### config.mk
export PLATFORM = sky130hd
export DESIGN_NAME = wav_mcu_irq_fast
export DESIGN_NICKNAME = d
export VERILOG_FILES = /design/src/rtl/wav_mcu_irq_fast.sv
export SDC_FILE = /design/constraint.sdc
export NUM_CORES = 1
export LEC_CHECK = 0
export ABC_CLOCK_PERIOD_IN_PS = 1400
export CAP_MARGIN = 30
export CORE_MARGIN = 8
export CORE_UTILIZATION = 39
export DETAILED_ROUTE_END_ITERATION = 8
export GPL_ROUTABILITY_DRIVEN = 0
export PLACE_DENSITY = 0.8
export SETUP_SLACK_MARGIN = 0.3
export SLEW_MARGIN = 20
export SYNTH_ARGS = -nofsm -noshare
export SYNTH_HDL_FRONTEND = slang
export SYNTH_SLANG_ARGS = --single-unit
export TNS_END_PERCENT = 1
### constraint.sdc
create_clock -name i_hclk -period 1.4 [get_ports i_hclk]
set_clock_uncertainty 0.05 [all_clocks]
set_input_delay 0.28 -clock i_hclk [delete_from_list [all_inputs] [get_ports i_hclk]]
set_output_delay 0.28 -clock i_hclk [all_outputs]
set_load 0.005 [all_outputs]
### src/rtl/wav_mcu_irq_fast.sv
// Fast interrupt conditioning: optional 2-flop synchronizer, edge/level detect,
// sticky or transparent status, and masking toward the core.
module wav_mcu_irq_fast #(
  parameter int NUM_IRQ = 15
) (
  input  logic               i_hclk,
  input  logic               i_hreset,
  input  logic [NUM_IRQ-1:0] i_irq_fast,
  input  logic [NUM_IRQ-1:0] i_mcu_irq_fast_sync_cfg,
  input  logic [NUM_IRQ-1:0] i_mcu_irq_fast_edge_cfg,
  input  logic [NUM_IRQ-1:0] i_mcu_irq_fast_sticky_cfg,
  input  logic [NUM_IRQ-1:0] i_mcu_irq_fast_clr_cfg,
  input  logic [NUM_IRQ-1:0] i_mcu_irq_fast_msk_cfg,
  output logic [NUM_IRQ-1:0] o_mcu_irq_fast_sta,
  output logic [NUM_IRQ-1:0] o_irq_fast,
  output logic               o_irq_any
);

  logic [NUM_IRQ-1:0] sync1_q, sync1_d;
  logic [NUM_IRQ-1:0] sync2_q, sync2_d;
  logic [NUM_IRQ-1:0] prev_q, prev_d;
  logic [NUM_IRQ-1:0] sta_q, sta_d;
  logic [NUM_IRQ-1:0] cond;
  logic [NUM_IRQ-1:0] evt;

  always_comb begin
    // Synchronizer runs unconditionally so flipping sync_cfg never sees stale data.
    sync1_d = i_irq_fast;
    sync2_d = sync1_q;
    cond    = (i_mcu_irq_fast_sync_cfg & sync2_q) | (~i_mcu_irq_fast_sync_cfg & i_irq_fast);
    prev_d  = cond;
    evt     = (i_mcu_irq_fast_edge_cfg & cond & ~prev_q) | (~i_mcu_irq_fast_edge_cfg & cond);
    // Clear beats a coincident event; non-sticky lines just follow the event.
    sta_d   = (i_mcu_irq_fast_sticky_cfg & ~i_mcu_irq_fast_clr_cfg & (sta_q | evt))
            | (~i_mcu_irq_fast_sticky_cfg & evt);
  end

  always_ff @(posedge i_hclk) begin
    if (i_hreset) begin
      sync1_q <= '0;
      sync2_q <= '0;
      prev_q  <= '0;
      sta_q   <= '0;
    end else begin
      sync1_q <= sync1_d;
      sync2_q <= sync2_d;
      prev_q  <= prev_d;
      sta_q   <= sta_d;
    end
  end

  // Outputs are forced quiet while reset is held, not just after it is sampled.
  assign o_mcu_irq_fast_sta = i_hreset ? '0 : sta_q;
  assign o_irq_fast         = o_mcu_irq_fast_sta & ~i_mcu_irq_fast_msk_cfg;
  assign o_irq_any          = |o_irq_fast;

endmodule

; ---- Word-level counts from Yosys, hierarchy flattened
; Index checks and enable logic that the tools add are counted.
[totals]
ff_bits = 60
[op_classes]
muxes = 1
bitwise = 19
reduce_logical = 1
[op_table]
columns = cell, count
row1 = bitwise AND 15 bit, 9
row2 = NOT 15 bit, 6
row3 = OR 15 bit, 4
row4 = 2-to-1 mux 15 bit, 1
row5 = OR reduction 15 bit, 1

; ---- Depth between registers and ports, before layout
[logic_depth]
ltp_word = 9
mapped_depth = 5

; ---- Least setup slack after synthesis
; No wires, ideal clock.
[synth_timing]
path_type = input to output
startpoint = input port i_hreset
endpoint = output port o_irq_fast[10]
t_arrival_ps = 848
t_required_ps = 1070
slack_ps = 222
cell_stages = 4
path_buffers = 3
cell_sequence = buf_6 > buf_6 > buf_6 > nor3_2
[synth_via]
elab_chain_len = 2
[synth_lines]
columns = item, line_no
row1 = start: declaration, 7  ; input logic i_hreset,
row2 = 2-to-1 mux 15 bit, 53  ; assign o_mcu_irq_fast_sta = i_hreset ? '0 : sta_q;
row3 = bitwise AND 15 bit, 54  ; assign o_irq_fast = o_mcu_irq_fast_sta & ~i_mcu_irq_fast_msk_cfg;
row4 = end: declaration, 15  ; output logic [NUM_IRQ-1:0] o_irq_fast,
; No other way between the ends.

; ---- Worst setup path after layout
[layout_timing]
startpoint = register sta_q[1]
endpoint = output port o_irq_any
[layout_via]
elab_chain_len = 3
[layout_lines]
columns = item, line_no
row1 = start: declaration, 22  ; logic [NUM_IRQ-1:0] sta_q, sta_d;
row2 = start signal: assignment, 48  ; sta_q <= sta_d;
row3 = 2-to-1 mux 15 bit, 53
row4 = bitwise AND 15 bit, 54
row5 = OR reduction 15 bit, 55  ; assign o_irq_any = |o_irq_fast;
row6 = end: declaration, 16  ; output logic o_irq_any
; No other way between the ends.

==> key figures <==
Floorplanning
  • Initial core utilization: 39.7%
  • # rows: 28
  • Die Span X: 93.2 µm
  • Die height: 93.2 µm
  • Core ar.: 5850 µm²
  • Boundary pin count: 123
  • Die area: 8680 µm²

Setup path
  • Critical Path AT: 1370 ps
  • Worst-path maximum fanout: 2
  • Reg2reg path depth: 5
  • Crit path required time: 1070 ps
  • Startpoint types: flop
  • CP Class: flop to primary output
  • Crit end category: primary output

Global route
  • First-pass GRT wire length: 11600 µm
  • Initial antenna violation count: 0
  • Grt total ovfl: 0
  • Largest net degree at the start of global routing: 16
  • GRT Util Overall: 17.2%
  • Vias in the first global route: 2452

Clocking
  • Clock Sinks: 60
  • Clock transition at path regs: 70 ps
  • CTS H-Tree Depth: 3
  • CTS tree: done
  • Skew-Pair Late Insertion Delay: 330 ps
  • CTS Hold Bufs: 0
  • Clock buffer depth: 2
  • CTS Buf Count: 9
  • CTS root buf: clkbuf_8

Synthesis
  • Sequential fraction of the synthesis area: 51.7%
  • Mux contribution to synthesized area: 6.47%
  • Synth async-reset ratio: 0%
  • Largest family of logic cells by synthesized area: simple AND/OR/NAND/NOR gates
  • Seq cells post-synth: 60
  • Synth Area in Adders: 0%
  • Leading cell type by number of instances after synthesis: dfxtp_1
  • Main synth FF type: dfxtp_1
  • Post-Synthesis Cells: 223
  • Syn nets: 315
  • Complex-gate fraction of the synthesized area: 16.1%
  • Post-Syn Area: 2320 µm²
  • Share of the synthesized area in the top cell type: 51.7%
  • Mean Syn Cell Area: 10.4 µm²
  • Post-synthesis simple-gate area fraction: 21.8%
  • XOR/XNOR Fraction of Synth Area: 0%
  • Commonest cells post-synth: 60 x dfxtp_1, 41 x nor2b_1, 30 x a21oi_1, 21 x nor2_1
  • Top post-synthesis cells by area: dfxtp_1 52%, nor2b_1 11%, a211oi_2 8.1%
  • Ys Warns: 0
  • EDFF count, synth: 0
  • Yosys cell types: 20
  • Synth area leader: dfxtp_1

Drt
  • DR DRC count: 0
  • Vias/cell: 4.69
  • Total Routed Length: 7600 µm
  • Initial DRC Count: 28
  • Routed wire per std cell: 16.1 µm
  • DRT Pass-1 Iters: 4
  • Routed Antenna Nets: 0
  • DR vias: 2213

Finish
  • Layout cells sized above 1: 41.6%
  • Area grow syn2layout: 88.5%
  • Antenna Cells: 0
  • Final Net Count: 484

Power
  • VDD IR-drop max: 0.583 mV
  • Sequential Power Share: 42.7%
  • Int Power: 0.00334 W
  • Sw Pwr: 0.000971 W
  • P per Cell Area: 984 nW/µm²
  • Comb power frac: 17.9%
  • Clock Power Share: 39.4%
  • Lkg Pwr: 1.95 nW
  • Sw frac: 22.5%

Min path
  • Worst min-delay path category: input pin to flop
  • WHS Path Cells: 2

STA
  • Final Cycle Share: 121%
  • RSZ-0062 raised after global routing: true
  • Fin. Hold Viols: 0
  • Final setup margin: -296 ps
  • Slew headroom: 83.3%
  • Fin crit period: 1700 ps
  • Slew Viols, Final: 0
  • Least-Margin Pin Slew: 244 ps
  • Setup violators final: 17
  • Fmax: 590 MHz
  • Hold slack: 182 ps
  • TNS Setup: -1670 ps

Status
  • Outcome: finished with violations
  • Violated checks: negative setup slack

Placement
  • Post-DP HPWL: 5610 µm
  • Port bufs: 122

Flow run
  • Max Cap Violations: 0
[metrics by stage]
stage          util, %  worst slack (ps)  area [µm²]  total power, W  cells
4_1_cts           72.7              -409        4250         0.00433    470
3_3_place_gp      67.2              -879        3930         0.00256    451
5_1_grt           74.8              -363        4380         0.00450    472
6_report          74.8              -296        4380         0.00431    472
2_1_floorplan        -               252        2360         0.00210    223
3_5_place_dp      67.2              -862        3930         0.00257    451
[per-layer routing]
layer / track usage, % / share of wire (%) / vias up
met1: 18.5 / 40 / 1008
met3: 6.41 / 7.8 / 15
met2: 29.1 / 50 / 86
met5: 0 / 0 / -
met4: 8.32 / 2.1 / 0
li1: - / - / 1104
[worst paths after layout]
path	start	endpoint	slack (ps)
worst max register to register	sta_q[6]$_SDFF_PP0_	sta_q[6]$_SDFF_PP0_	380
worst min register to register	sync1_q[8]$_SDFF_PP0_	sync2_q[8]$_SDFF_PP0_	390
worst max-delay path	sta_q[1]$_SDFF_PP0_	o_irq_any	-300
worst min-delay path	i_irq_fast[1]	sync1_q[1]$_SDFF_PP0_	180
[state kept, by name (all words and copies together) (netlist names)]
name,count
sta_q,15
prev_q,15
sync1_q,15
sync2_q,15
[layout by cell type, fill, tap and decap left out]
master	n
o21ai_1	1
clkdlybuf4s15_1	1
bufinv_16	2
dfxtp_2	14
dlymetal6s2s_1	13
mux2i_2	4
nor2b_1	35
clkdlybuf4s50_1	62
and2b_4	1
clkinv_2	1
buf_2	21
dlygate4sd2_1	15
mux2i_1	11
buf_6	24
nor2_2	4
o2111ai_4	2
a21oi_2	2
nor3_2	2
nor2b_2	1
dfxtp_1	45
inv_2	6
a211oi_2	15
clkinvlp_4	1
clkbuf_1	2
nor2b_4	10
clkbuf_8	10
nor4_2	1
dfxtp_4	1
buf_12	3
nor2_1	17
nor3_4	5
buf_4	28
o22ai_1	2
and2b_2	1
nand2b_4	6
a21oi_1	28
[cell type report]
class / count / area [µm²]
multi-input cells: 148 / 1250
fillers: 430 / 1470
repair buffers: 167 / 1570
clock buffers: 12 / 145
inverters: 6 / 22.5
clock inverters: 4 / 72.6
flip-flops and latches: 60 / 1220
well taps: 75 / 93.8
[power by group through the flow]
stage	sequential, W	combinational, W	clock (W)
2_1_floorplan	0.00186	0.000243	0
3_3_place_gp	0.00186	0.000696	0
3_5_place_dp	0.00186	0.000711	0
4_1_cts	0.00183	0.000747	0.00174
5_1_grt	0.00185	0.000826	0.00183
6_report	0.00184	0.000771	0.00170
[kinds of logic after synthesis]
kind of cell	count (synthesis)
AND/OR/NAND/NOR	83
flip-flops	60
AO/OA/AOI/OAI	50
multiplexers	15
buffers and inverters	15
[what timing repair did]
| action | CTS | global route |
|---|---|---|
| pin swaps | 10 | 9 |
| gates resized for setup | 184 | 31 |
| hold endpoints to repair | 0 | 0 |
| buffers inserted | 3 | 2 |
| endpoints found under the setup margin | 39 | 41 |
[worst max-delay path, cell delays in order (launching register included)]
cell and delay, ps:
dfxtp_2 320, nor2b_4 120, and2b_2 230, nor3_4 140, o21ai_1 80, buf_2 140
(Power assumes the default switching activity.)
